$ cat src/rtl/vme_buffer_sequencer.sv
`default_nettype none
// ============================================================================
// Module      : vme_buffer_sequencer
// Description : Sequences the direction and enable controls of the external
//               VME data and address/LWORD transceivers. A turnaround gap is
//               held around every direction change. Drive permission is
//               granted to the core only after the buffers face the bus. The
//               DTACK open-collector driver is pulled actively high before
//               its enable is released.
// Revision    : 1.0 - initial release
// ============================================================================
module vme_buffer_sequencer #(
  // Cycles the buffer enables stay off around a direction change (2..15)
  parameter int unsigned g_TURNAROUND = 2,
  // Cycles DTACK is driven high before its enable is dropped (1..7)
  parameter int unsigned g_DTACK_HOLD = 1
) (
  input  logic clk_i,
  input  logic rst_i,
  input  logic vme_as_n_i,
  input  logic drive_req_i,
  input  logic drive_mblt_i,
  input  logic dtack_req_i,
  output logic drive_gnt_o,
  output logic vme_data_dir_o,
  output logic vme_data_oe_n_o,
  output logic vme_addr_dir_o,
  output logic vme_addr_oe_n_o,
  output logic vme_dtack_oe_o,
  output logic vme_dtack_n_o,
  output logic busy_o
);

  localparam logic [3:0] c_TURNAROUND = 4'(g_TURNAROUND);
  localparam logic [2:0] c_DTACK_HOLD = 3'(g_DTACK_HOLD);

  typedef enum logic [2:0] {
    ST_PWRUP         = 3'd0,
    ST_LISTEN        = 3'd1,
    ST_OFF_TO_DRIVE  = 3'd2,
    ST_DRIVE         = 3'd3,
    ST_OFF_TO_LISTEN = 3'd4
  } state_t;

  state_t     r_state;
  logic [3:0] r_cnt;
  logic       r_mblt;
  logic       r_drive_gnt;
  logic       r_data_dir;
  logic       r_data_oe_n;
  logic       r_addr_dir;
  logic       r_addr_oe_n;
  logic       r_busy;

  logic       r_dtack_oe;
  logic       r_dtack_n;
  logic [2:0] r_hold_cnt;

  logic       w_cycle_lost;
  logic       w_dtack_ok;

  // The read cycle ends (or is abandoned) when the core withdraws its
  // request or the master releases the address strobe.
  assign w_cycle_lost = ~drive_req_i | vme_as_n_i;

  // DTACK may be asserted while the strobe is low, but never ahead of the
  // data: if the core is waiting for a grant, acknowledge waits with it.
  assign w_dtack_ok = dtack_req_i & ~vme_as_n_i & ~(drive_req_i & ~r_drive_gnt);

  // Buffer sequencing FSM; every output is registered alongside the state.
  // The counter holds the 1-based index of the current turnaround cycle
  // (0-based during PWRUP), so each gap state lasts g_TURNAROUND cycles.
  always_ff @(posedge clk_i or posedge rst_i) begin
    if (rst_i) begin
      r_state     <= ST_PWRUP;
      r_cnt       <= 4'd0;
      r_mblt      <= 1'b0;
      r_drive_gnt <= 1'b0;
      r_data_dir  <= 1'b0;
      r_data_oe_n <= 1'b1;
      r_addr_dir  <= 1'b0;
      r_addr_oe_n <= 1'b1;
      r_busy      <= 1'b1;
    end else begin
      case (r_state)
        ST_PWRUP: begin
          if (r_cnt == c_TURNAROUND - 4'd1) begin
            r_state     <= ST_LISTEN;
            r_cnt       <= 4'd0;
            r_data_oe_n <= 1'b0;
            r_addr_oe_n <= 1'b0;
            r_busy      <= 1'b0;
          end else begin
            r_cnt <= r_cnt + 4'd1;
          end
        end

        ST_LISTEN: begin
          if (drive_req_i && !vme_as_n_i) begin
            // First turnaround cycle: switch enables off, direction untouched.
            r_state     <= ST_OFF_TO_DRIVE;
            r_cnt       <= 4'd1;
            r_mblt      <= drive_mblt_i;
            r_busy      <= 1'b1;
            r_data_oe_n <= 1'b1;
            r_addr_oe_n <= drive_mblt_i;
          end
        end

        ST_OFF_TO_DRIVE: begin
          if (w_cycle_lost) begin
            // Abandoned before grant: keep current direction for the first
            // cycle of the return path so no pointless toggle is produced.
            r_state <= ST_OFF_TO_LISTEN;
            r_cnt   <= 4'd1;
          end else if (r_cnt == c_TURNAROUND) begin
            // Direction has been stable for at least one cycle: enable.
            r_state     <= ST_DRIVE;
            r_cnt       <= 4'd0;
            r_drive_gnt <= 1'b1;
            r_data_oe_n <= 1'b0;
            r_addr_oe_n <= 1'b0;
          end else begin
            r_cnt      <= r_cnt + 4'd1;
            r_data_dir <= 1'b1;
            r_addr_dir <= r_mblt;
          end
        end

        ST_DRIVE: begin
          if (w_cycle_lost) begin
            // Grant and enables go away first; direction flips next cycle.
            r_state     <= ST_OFF_TO_LISTEN;
            r_cnt       <= 4'd1;
            r_drive_gnt <= 1'b0;
            r_data_oe_n <= 1'b1;
            r_addr_oe_n <= r_mblt;
          end
        end

        ST_OFF_TO_LISTEN: begin
          // Requests are not looked at here; LISTEN re-evaluates them.
          if (r_cnt == c_TURNAROUND) begin
            r_state     <= ST_LISTEN;
            r_cnt       <= 4'd0;
            r_busy      <= 1'b0;
            r_data_dir  <= 1'b0;
            r_data_oe_n <= 1'b0;
            r_addr_dir  <= 1'b0;
            r_addr_oe_n <= 1'b0;
          end else begin
            r_cnt      <= r_cnt + 4'd1;
            r_data_dir <= 1'b0;
            r_addr_dir <= 1'b0;
          end
        end

        default: begin
          r_state     <= ST_PWRUP;
          r_cnt       <= 4'd0;
          r_mblt      <= 1'b0;
          r_drive_gnt <= 1'b0;
          r_data_dir  <= 1'b0;
          r_data_oe_n <= 1'b1;
          r_addr_dir  <= 1'b0;
          r_addr_oe_n <= 1'b1;
          r_busy      <= 1'b1;
        end
      endcase
    end
  end

  // DTACK driver: assert low, then drive high for g_DTACK_HOLD cycles
  // before tri-stating so the line is not left to the slow pull-up.
  always_ff @(posedge clk_i or posedge rst_i) begin
    if (rst_i) begin
      r_dtack_oe <= 1'b0;
      r_dtack_n  <= 1'b1;
      r_hold_cnt <= 3'd0;
    end else if (w_dtack_ok) begin
      r_dtack_oe <= 1'b1;
      r_dtack_n  <= 1'b0;
      r_hold_cnt <= 3'd0;
    end else if (r_dtack_oe && !r_dtack_n) begin
      r_dtack_n  <= 1'b1;
      r_hold_cnt <= 3'd1;
    end else if (r_dtack_oe) begin
      if (r_hold_cnt == c_DTACK_HOLD) begin
        r_dtack_oe <= 1'b0;
      end else begin
        r_hold_cnt <= r_hold_cnt + 3'd1;
      end
    end
  end

  assign drive_gnt_o     = r_drive_gnt;
  assign vme_data_dir_o  = r_data_dir;
  assign vme_data_oe_n_o = r_data_oe_n;
  assign vme_addr_dir_o  = r_addr_dir;
  assign vme_addr_oe_n_o = r_addr_oe_n;
  assign vme_dtack_oe_o  = r_dtack_oe;
  assign vme_dtack_n_o   = r_dtack_n;
  assign busy_o          = r_busy;

endmodule
`default_nettype wire
$ cat config.mk
export PLATFORM = sky130hd
export DESIGN_NAME = vme_buffer_sequencer
export DESIGN_NICKNAME = d
export VERILOG_FILES = /design/src/rtl/vme_buffer_sequencer.sv
export SDC_FILE = /design/constraint.sdc
export NUM_CORES = 1
export LEC_CHECK = 0
export ABC_AREA = 1
export CAP_MARGIN = 20
export CORE_MARGIN = 4
export CORE_UTILIZATION = 61
export CTS_BUF_LIST = sky130_fd_sc_hd__clkbuf_8
export CTS_CLUSTER_DIAMETER = 40
export DETAILED_ROUTE_END_ITERATION = 6
export GPL_ROUTABILITY_DRIVEN = 0
export MAX_ROUTING_LAYER = met4
export PLACE_DENSITY = 0.88
export SETUP_SLACK_MARGIN = 0.4
export SLEW_MARGIN = 20
export SYNTH_ARGS = -nofsm -noshare
export SYNTH_HDL_FRONTEND = slang
export SYNTH_SLANG_ARGS = --single-unit
$ cat constraint.sdc
create_clock -name clk_i -period 2.8 [get_ports clk_i]
set_input_delay 0.56 -clock clk_i [delete_from_list [all_inputs] [get_ports clk_i]]
set_output_delay 0.56 -clock clk_i [all_outputs]
set_load 0.1 [all_outputs]
# Word level (Yosys, flattened, before mapping)
# Cells that the tools add are included.
# word_totals
elab_cells,109
out_inout_bits,8
in_bits,6
reg_bits,19
# op_classes
bitwise_logic,12
mux,47
n_eq_ne,17
addsub,2
reduce_logical,19
# ops
cell,n
$mux 3,10
$mux 1,23
$mux 4,5
$pmux 4 s5,1
$ne 2x2->1 const B,8
$pmux 3 s5,1
$reduce_and 4->1,3
$pmux 1 s5,2
$not 1->1,8
$eq 3x1->1 const B,2
$eq 3x2->1 const B,2
$ne 3x3->1 const B,2
$pmux 1 s2,3
$reduce_and 2->1,3
$reduce_or 3->1,2
$reduce_and 5->1,1
$add 4x1->4 const B,1
$eq 4x1->1 const B,1
$eq 4x2->1 const B,1
$pmux 1 s4,1
$reduce_or 4->1,1
$add 3x1->3 const B,1
$and 1x1->1,3
$eq 3x3->1 const B,1
other kinds (9),11

# Logic depth before layout (Yosys ltp)
# Gate-level depths: netlist (run 1).
# logic_depth
depth_word,6
depth_mapped,9
ltp_nobuf,9

# Least setup slack after synthesis (run 1)
# No wires, ideal clock.
# synth_timing
path_kind,reg-to-reg
from,"register r_dtack_oe, in the netlist vme_dtack_oe_o"
to,register r_hold_cnt[1]
t_required_ps,2706
path_stages_with_launch,5
setup_slack_ps,1065
path_buffers,0
setup_ps,94
t_arrival_ps,1641
period_less_slack_ps,1735
cell_sequence,dfrtp_1 -> inv_1 -> a21oi_1 -> nor2_1 -> a211oi_1
# synth_between
elab_chain_len,3
word_cells_on_any_way,6
cone_classes,1 x eq/ne; 2 x mux; 3 x reduce/logical
# synth_lines
element,line_no,text
start: declaration,55,logic r_dtack_oe;
start signal: assignment,177,r_dtack_oe <= 1'b0;
start signal: assignment,181,r_dtack_oe <= 1'b1;
start signal: assignment,189,r_dtack_oe <= 1'b0;
$logic_and 1x1->1,184,end else if (r_dtack_oe && !r_dtack_n) begin
$ne 3x3->1 (no source line) (tied with other cells),-,
$reduce_and 2->1 (no source line) / $mux 3 (equally long branches),-,
end signal: assignment,191,r_hold_cnt <= r_hold_cnt + 3'd1;
end: declaration,57,logic [2:0] r_hold_cnt;
# Several ways; a longest one is shown, not always the timed one.
# A chain may end at the register's enable or synchronous reset.

# Final worst setup path (run 1)
# layout_timing
from,input port drive_req_i
to,register r_cnt[1]
# layout_between
elab_chain_len,4
word_cells_on_any_way,8
cone_classes,2 x eq/ne; 2 x mux; 2 x bitwise; 2 x reduce/logical
# layout_lines
element,line_no,text
start: declaration,21,"input logic drive_req_i,"
$not 1->1,64,assign w_cycle_lost = ~drive_req_i | vme_as_n_i;
$or 1x1->1,64,
$mux 4 / $ne 2x2->1 (equally long branches),-,
$pmux 4 s5 / $reduce_and 2->1 (equally long branches),-,
end signal: assignment,94,r_cnt <= r_cnt + 4'd1;
end signal: assignment,124,r_cnt <= r_cnt + 4'd1;
end signal: assignment,152,r_cnt <= r_cnt + 4'd1;
end: declaration,46,logic [3:0] r_cnt;
# Several ways; a longest one is shown, not always the timed one.

==> results of run 1 <==
worst register-to-register path, cell delays in order, from the launching register on:
cell	delay (ps)
dfrtp_1	460
inv_2	140
nand2_1	60
nor2_1	220
nand2_1	130
nand2_1	170
a21oi_1	60
a21oi_1	110
layer usage:
metal	global-route usage	routed length, um	part of all wire	vias to the layer above
met3	0.0408	157	0.066	5
met5	-	0	0	-
met4	0.103	44	0.018	0
met1	0.253	1080	0.45	467
met2	0.352	1110	0.46	43
li1	-	-	-	532
logic make-up after synthesis:
family,share of synthesized area
xor gates and xnor gates,0.00779
and+or+nand+nor,0.402
buffers and inverters,0.0723
adders and majority gates,0.0222
AOI/OAI and AO/OA,0.0690
DFF,0.427
cells in the mapped netlist, types with 3 or more instances:
master   instances
a21oi_1          6
dfrtp_1         15
dfstp_2          4
inv_1           18
nand2_1         48
nand2_2          4
nand3_1         20
nor2_1          21
nor2_2           3
worst max-delay path by stage:
stage,from,endpoint,cells past startpoint
6_report,drive_req_i,r_cnt[1],7
2_1_floorplan,vme_dtack_oe_o,r_hold_cnt[1],4
5_1_grt,drive_req_i,r_cnt[1],7
3_5_place_dp,drive_req_i,r_mblt,8
3_3_place_gp,drive_req_i,r_mblt,8
4_1_cts,drive_req_i,r_cnt[1],7
final cells by class:
cell class                 instances  area, sq um
clock buffer                       3         41.3
sequential                        19          480
multi-input combinational        118          563
fill                             140          433
inverter                          21         81.3
clock inverter                     1         5.00
tap                               25         31.3
timing repair buffer              13          110
where the power goes:
part           internal [mW]  total [mW]  switching [mW]
combinational          0.293        1.06           0.769
sequential             0.398       0.497          0.0997
clock                 0.0989       0.189          0.0898
==> results.json, run 1 <==
{
  "status": "finished clean",
  "synth_top_area_share": 0.334,
  "grt_pass1_wl_um": 4080,
  "holdWs_ps": 459,
  "numCtsBuffers": 3,
  "die-area_sq_um": 2590,
  "area_growth_pct": 16.7,
  "fin_setup_tns_ps": 0,
  "ys_warn_count": 0,
  "postPlaceCellArea_sq_um": 1270,
  "min_to": "vme_data_oe_n_o",
  "dp.cells": 196,
  "nets": 184,
  "tightest_slew_ps": 724,
  "async_flop_share": 1.00,
  "rr_worst_depth": 7,
  "fmax_mhz": 539,
  "grt_pass1_vias": 990,
  "min_period_ps": 1850,
  "synth_edf_count": 0,
  "path_buf_inv": 2,
  "diodes": 0,
  "total_leakage_power_nw": 0.695,
  "syn_inst": 158,
  "syn_avg_cell_area_sq_um": 7.12,
  "ys_types": 23,
  "core_sq_um": 1750,
  "clock-sinks": 19,
  "finalCritPeriodShare": 0.662,
  "htreeDepth": 1,
  "antenna_found_initial": 0,
  "start_kind": "input pin",
  "viasPerCell": 5.24,
  "wire_per_inst_um": 12.0,
  "syn_nets": 166,
  "drive_above_1_share": 0.177,
  "remaining_drc_errors": 0,
  "slew_headroom": 0.517,
  "rr_endpoint": "r_cnt[3]",
  "power-per-cell-area_nw_per_um2": 1330,
  "pin_count": 14,
  "top_regs": "r_cnt: 4 flops, r_hold_cnt: 3 flops, r_state: 3 flops",
  "grt_max_degree": 20,
  "grt_usage": 0.215,
  "timing.final.ws_setup_ps": 946,
  "slew_viol_final": 0,
  "final_common_cell": "nand2_1",
  "final_cell_mix": "nand2_1 (48), nor2_1 (21), nand3_1 (20), inv_1 (18), dfrtp_1 (15)",
  "post-route-util": 0.752,
  "syn_area_sq_um": 1120,
  "max_stage_delay_ps": 490,
  "drt_iter0_markers": 35,
  "cp.arrival_ps": 2040,
  "routed_wirelength_um": 2390,
  "cpMaxStageDelayCell": "clkdlybuf4s50_1",
  "yosysTopAreaCell": "dfrtp_1",
  "cts_setup_buffers": 0,
  "instances_no_fill": 200,
  "min-delay-path-class": "reg -> reg",
  "clockBufferDepth": 2,
  "die_w_um": 50.9,
  "antenna_left": 0,
  "regMostFlops": "r_cnt",
  "ys_ff_latch": 19,
  "initial_utilization": 0.644,
  "hold_path_startpoint": "vme_data_oe_n_o",
  "drt-pass1-iter-count": 4,
  "maxCapViolCount": 0,
  "clock_skew_ps": 7.28,
  "required_ps": 2980,
  "crit_chain": "clkdlybuf4s50_1 -> inv_1 -> nor2_1 -> nand3_1 -> nand2_1 -> nand2_1 -> o21ai_0",
  "ys.flop_type": "dfrtp_1",
  "crit_path_end_kind": "flip-flop",
  "cpMostUsedCell": "nand2_1",
  "final_hold_viol_count": 0,
  "cp_max_fo": 6,
  "dp_hpwl_um": 1780,
  "totalPowerFinal_mw": 1.75,
  "yosys-top-cells-area": "dfrtp_1 (33%), nand2_1 (16%), dfstp_2 (9.3%)",
  "clk-insertion-delay-late_ps": 260,
  "ir_drop_v": 0.000701,
  "die_h_um": 50.9,
  "finalInstanceArea_sq_um": 1310,
  "synth_seq_area_share": 0.427,
  "timing.rr.start": "r_state[1]",
  "cts.reportedPaths.clkPinSlew_ps": 70,
  "setup_violations": 0,
  "fp-row-count": 15,
  "postCtsHoldBufs": 0,
  "cts_tree": "done",
  "grt_overflow": 0,
  "hold_depth": 2,
  "path_delay_family": "simple AND/OR/NAND/NOR gates",
  "r2r_setup_slack_ps": 1380,
  "grt_setup_unrepaired": "no",
  "num_vias": 1047,
  "clockRootBuffer": "clkbuf_8",
  "cts_resized": 0,
  "dp_slack_ps": 774,
  "io_buffers": 13,
  "crit_type": "in -> reg",
  "largest_register_ffs": 4
}
Note: power is estimated with default switching activity, not from simulation.
==> run 2, diff against run 1 <==
CORE_UTILIZATION = 56   (was 61)
PLACE_DENSITY = 0.81   (was 0.88)
clock period = 1.8 ns   (was 2.8 ns; I/O delays follow)
==> run 2 against run 1 <==
Core utilization grew 9.8 points; critical path depth fell by 6; critical endpoint is now vme_dtack_n_o; clock-buffer cell count is the same; largest power group unchanged; via count grew 9.7%.
==> results.json, run 2 (same netlist as run 1, synthesis figures left out) <==
{
  "fmax_mhz": 729,
  "grt_usage": 0.216,
  "holdWs_ps": 406,
  "tightest_slew_ps": 436,
  "min_period_ps": 1370,
  "die_w_um": 52.8,
  "grt_pass1_wl_um": 4310,
  "core_sq_um": 1820,
  "timing.final.ws_setup_ps": 427,
  "max_stage_delay_ps": 570,
  "finalInstanceArea_sq_um": 1550,
  "nets": 190,
  "final_cell_mix": "nand2_1 (43), nand3_1 (19), nor2_1 (16), inv_1 (15)",
  "postPlaceCellArea_sq_um": 1390,
  "drt-pass1-iter-count": 4,
  "grt_overflow": 0,
  "clk-insertion-delay-late_ps": 260,
  "clock-sinks": 19,
  "maxCapViolCount": 0,
  "dp.cells": 198,
  "path_buf_inv": 1,
  "total_leakage_power_nw": 0.775,
  "drive_above_1_share": 0.331,
  "routed-wl-met2_um": 1430,
  "cpMaxStageDelayCell": "dfstp_2",
  "diodes": 0,
  "routed_wirelength_um": 2810,
  "viasPerCell": 5.58,
  "power-per-cell-area_nw_per_um2": 2040,
  "clock_skew_ps": 1.99,
  "area_growth_pct": 37.5,
  "crit_chain": "buf_12",
  "io_buffers": 13,
  "pin_count": 14,
  "final_common_cell": "nand2_1",
  "post-route-util": 0.849,
  "instances_no_fill": 206,
  "cp_max_fo": 3,
  "setup_violations": 0,
  "status": "finished clean",
  "wire_per_inst_um": 13.7,
  "antenna_found_initial": 0,
  "grt_pass1_vias": 1042,
  "ir_drop_v": 0.00161,
  "antenna_left": 0,
  "met1_length_um": 1150,
  "top_regs": "r_cnt: 4 flops, r_hold_cnt: 3 flops, r_state: 3 flops",
  "num_vias": 1149,
  "finalCritPeriodShare": 0.763,
  "top_layer_used": "met4",
  "cts.reportedPaths.clkPinSlew_ps": 80,
  "numCtsBuffers": 3,
  "totalPowerFinal_mw": 3.15,
  "cp.arrival_ps": 1010,
  "dp_slack_ps": 97.4,
  "slew_headroom": 0.709,
  "start_kind": "flip-flop",
  "cts_tree": "done",
  "clockBufferDepth": 2,
  "remaining_drc_errors": 0,
  "path_delay_family": "flip-flops",
  "final_hold_viol_count": 0,
  "slew_viol_final": 0,
  "initial_utilization": 0.618,
  "clockRootBuffer": "clkbuf_8",
  "crit_path_end_kind": "primary output",
  "htreeDepth": 1,
  "drt_iter0_markers": 51,
  "fp-row-count": 15,
  "crit_type": "reg -> out",
  "fin_setup_tns_ps": 0,
  "die_h_um": 52.8,
  "grt_max_degree": 13,
  "min-delay-path-class": "in -> async",
  "regMostFlops": "r_cnt",
  "route.met3.wl_um": 193,
  "required_ps": 1440,
  "largest_register_ffs": 4,
  "grt_setup_unrepaired": "no",
  "dp_hpwl_um": 2020,
  "die-area_sq_um": 2790
}
==> run 2: cell types whose count changed in the layout (fill, tap and decap cells not counted), sizes merged <==
cell and change:
clkdlybuf4s50 -2, dlymetal6s2s +2, buf +6
==> run 2: where the power goes <==
| group | switching, mW | internal (mW) | leakage [nW] |
|---|---|---|---|
| sequential | 0.204 | 0.637 | 0.228 |
| combinational | 1.29 | 0.712 | 0.522 |
| clock | 0.149 | 0.154 | 0.0255 |
| total | 1.65 | 1.50 | 0.775 |
==> run 2: path summary, 6_finish.rpt <==
| kind | cells after the start | from | end | slack [ps] |
|---|---|---|---|---|
| max | 1 | vme_dtack_n_o | vme_dtack_n_o | 430 |
| min | 2 | rst_i | r_hold_cnt[2] | 410 |
| max reg2reg | 7 | r_state[2] | r_mblt | 460 |
| min reg2reg | 2 | vme_data_oe_n_o | vme_data_oe_n_o | 480 |
| max in group asynchronous | 3 | rst_i | r_state[2] | 900 |
| min in group clk_i | 2 | vme_data_oe_n_o | vme_data_oe_n_o | 480 |
==> run 2: routing by layer <==
layer  vias to the layer above  global-route usage
met3                         9              0.0342
met1                       542               0.248
met4                         0              0.0511
met5                         -                   -
li1                        546                   -
met2                        52               0.393
==> run 2: cell type report <==
class                      instances  area (sq um)
clock buffer                       3          41.3
clock inverter                     1          5.00
fill                             104           274
inverter                          21          81.3
multi-input combinational        118           633
sequential                        19           490
tap                               25          31.3
timing repair buffer              19           264
==> run 2: repair_timing <==
action                                 in CTS  in global routing
setup buffers                               0                  4
pin swaps                                   0                  6
setup endpoints to repair                   4                 12
hold buffers                                0                  0
gates resized for setup                     4                 25
endpoints found under the hold margin       0                  0
==> run 3, diff against run 2 <==
clock period = 1.4 ns   (was 1.8 ns; I/O delays follow)
==> run 3 against run 2 <==
The run now fails in 4_1_cts; synthesized cell count did not move; synthesized area unchanged.
==> results.json, run 3 <==
{
  "initial_utilization": 0.618,
  "synth_top_area_share": 0.334,
  "pin_count": 14,
  "syn_area_sq_um": 1120,
  "cts_resized": 61,
  "fp-row-count": 15,
  "postCtsHoldBufs": 0,
  "dp_hpwl_um": 2220,
  "ys_types": 23,
  "syn_avg_cell_area_sq_um": 7.12,
  "htreeDepth": 1,
  "synth_edf_count": 0,
  "synth.most_common_cell": "nand2_1",
  "yosysTopAreaCell": "dfrtp_1",
  "ys_warn_count": 0,
  "syn_inst": 158,
  "status": "did not finish",
  "cts_setup_buffers": 23,
  "clockRootBuffer": "clkbuf_8",
  "numCtsBuffers": 3,
  "die_h_um": 52.8,
  "firstError": "[ERROR DPL-0038] Utilization greater than 100%, impossible to legalize",
  "yosys-top-cells-area": "dfrtp_1 (33%), nand2_1 (16%), dfstp_2 (9.3%)",
  "die_w_um": 52.8,
  "clockBufferDepth": 2,
  "clock-sinks": 19,
  "synth_commonest_cells": "nand2_1 (48), nor2_1 (21), nand3_1 (20), inv_1 (18), dfrtp_1 (15)",
  "ys.flop_type": "dfrtp_1",
  "lastStage": "4_1_cts",
  "io_buffers": 13,
  "syn_nets": 166,
  "synth_seq_area_share": 0.427,
  "ys_ff_latch": 19,
  "async_flop_share": 1.00
}
## run 3: cell counts after synthesis
No cell type changed its count.
## run 3: kinds of logic after synthesis
| family | Yosys count | synth area share |
|---|---|---|
| and+or+nand+nor | 102 | 0.402 |
| AOI/OAI and AO/OA | 13 | 0.0690 |
| adders and majority gates | 2 | 0.0222 |
| buffers and inverters | 21 | 0.0723 |
| xor gates and xnor gates | 1 | 0.00779 |
| DFF | 19 | 0.427 |
## run 3: per-stage QoR
| step | hold WS, ps | utilization | cells | setup WS (ps) | instance area [sq um] |
|---|---|---|---|---|---|
| after floorplan | 228 | - | 158 | 189 | 1190 |
| after global placement | 513 | 0.817 | 204 | -200 | 1490 |
| after detailed placement | 530 | 0.817 | 204 | -305 | 1490 |
==> run 4, diff against run 3 <==
CORE_AREA = 4 4 65 67   (was default)
CORE_MARGIN = default   (was 4)
CORE_UTILIZATION = default   (was 56)
CTS_BUF_LIST = default   (was sky130_fd_sc_hd__clkbuf_8)
CTS_CLUSTER_DIAMETER = default   (was 40)
DIE_AREA = 0 0 69 71   (was default)
MAX_ROUTING_LAYER = default   (was met4)
PLACE_DENSITY = default   (was 0.81)
PLACE_DENSITY_LB_ADDON = 0.15   (was default)
SETUP_SLACK_MARGIN = default   (was 0.4)
==> run 4 against run 3 <==
The run now ends clean.
==> results.json, run 4 (same netlist as run 1, synthesis figures left out) <==
{
  "clock-sinks": 19,
  "final_hold_viol_count": 0,
  "drt-pass1-iter-count": 4,
  "drt_iter0_markers": 47,
  "cp.arrival_ps": 1480,
  "fmax_mhz": 758,
  "remaining_drc_errors": 0,
  "die-area_sq_um": 4900,
  "area_growth_pct": 39.7,
  "min_period_ps": 1320,
  "timing.final.ws_setup_ps": 80.7,
  "r2r_setup_slack_ps": 80,
  "initial_utilization": 0.310,
  "num_vias": 1080,
  "fp-row-count": 22,
  "finalCritPeriodShare": 0.942,
  "instances_no_fill": 235,
  "largest_register_ffs": 4,
  "core_sq_um": 3630,
  "dp_hpwl_um": 2040,
  "grt_pass1_wl_um": 4460,
  "fill_cells": 388,
  "antenna_left": 0,
  "pwr-share-comb": 0.641,
  "viasPerCell": 4.60,
  "final_common_cell": "nand2_1",
  "crit_type": "reg -> reg",
  "fin_setup_tns_ps": 0,
  "wire_per_inst_um": 11.4,
  "io_buffers": 13,
  "start_kind": "flip-flop",
  "power_frac_clock": 0.099,
  "top_regs": "r_cnt: 4 flops, r_hold_cnt: 3 flops, r_state: 3 flops",
  "slew_headroom": 0.826,
  "die_h_um": 71,
  "clockBufferDepth": 2,
  "ir_drop_v": 0.000656,
  "drive_above_1_share": 0.283,
  "postCtsHoldBufs": 0,
  "rr_worst_depth": 8,
  "p_int_mw": 1.95,
  "grt_max_degree": 20,
  "rr_endpoint": "r_state[1]",
  "dp.cells": 230,
  "setup_violations": 0,
  "switching_share": 0.510,
  "tightest_slew_ps": 262,
  "clk-insertion-delay-late_ps": 260,
  "grt_pass1_vias": 996,
  "status": "finished clean",
  "grt_usage": 0.110,
  "final_cell_mix": "nand2_1 (45), nor2_1 (19), nand3_1 (19), inv_1 (18)",
  "clockRootBuffer": "clkbuf_8",
  "pin_count": 14,
  "htreeDepth": 1,
  "diodes": 0,
  "numCtsBuffers": 3,
  "maxCapViolCount": 0,
  "cp_max_fo": 6,
  "grt_overflow": 0,
  "clock_skew_ps": 4.46,
  "p_switching_mw": 2.03,
  "slew_viol_final": 0,
  "min-delay-path-class": "in -> async",
  "power.share.sequential": 0.260,
  "cts_tree": "done",
  "required_ps": 1560,
  "nets": 196,
  "power-per-cell-area_nw_per_um2": 2540,
  "crit_path_end_kind": "flip-flop",
  "timing.rr.start": "r_cnt[2]",
  "multiInputGateArea_sq_um": 594,
  "antenna_found_initial": 0,
  "regMostFlops": "r_cnt",
  "die_w_um": 69,
  "seqCellArea_sq_um": 487,
  "routed_wirelength_um": 2670,
  "dp_slack_ps": -270,
  "cts.reportedPaths.clkPinSlew_ps": 80,
  "total_leakage_power_nw": 0.796
}
==> run 4: worst max path at each step <==
stage                         from       endpoint  slack, ps
floorplan           vme_dtack_oe_o  r_hold_cnt[1]         40
global placement       drive_req_i         r_mblt       -270
detailed placement     drive_req_i         r_mblt       -270
CTS                     r_state[1]     r_state[2]         10
global route            r_state[1]       r_cnt[2]        -20
finish                    r_cnt[2]     r_state[1]         80
==> run 4: through the flow <==
| stage | instance area [sq um] | util | total power [mW] | hold WS, ps |
|---|---|---|---|---|
| floorplan | 1130 | - | 2.71 | 228 |
| global placement | 1480 | 0.408 | 3.51 | 473 |
| detailed placement | 1480 | 0.408 | 3.54 | 475 |
| CTS | 1530 | 0.422 | 3.95 | 353 |
| global route | 1570 | 0.433 | 4.27 | 374 |
| finish | 1570 | 0.433 | 3.99 | 338 |
==> run 4: cell type report <==
cell class	instances	area share
Multi-Input combinational cell	118	0.378
Sequential cell	19	0.310
Timing Repair Buffer	25	0.193
Inverter	21	0.0518
Tap cell	48	0.0382
Clock buffer	3	0.0263
Clock inverter	1	0.00318
==> run 4: layer usage <==
metal	vias to the layer above	part of all wire	track usage
met1	494	0.47	0.142
met2	21	0.48	0.185
met5	-	0	0
li1	561	-	-
met4	0	0.014	0.0390
met3	4	0.036	0.0170
==> run 4: what timing repair did <==
action	4_1_cts	5_1_grt
pin swaps	0	2
setup endpoints to repair	1	11
buffers inserted	0	1
gates resized for setup	1	10
==> run 4: worst max-delay path: stages (launching register included) <==
cell and delay (ps):
dfrtp_1 430, nor2_4 160, nand2_2 120, nand2_2 120, nand2_2 60, nor2_4 160
nand2_1 70, nand2_1 60, nand2_1 40
==> run 4: power by group through the flow <==
stage / Clock [mW] / Combinational [mW] / Sequential [mW]
finish: 0.394 / 2.55 / 1.04
global placement: 0 / 2.49 / 1.03
detailed placement: 0 / 2.50 / 1.04
floorplan: 0 / 1.10 / 1.61
CTS: 0.402 / 2.52 / 1.02
global route: 0.418 / 2.79 / 1.07
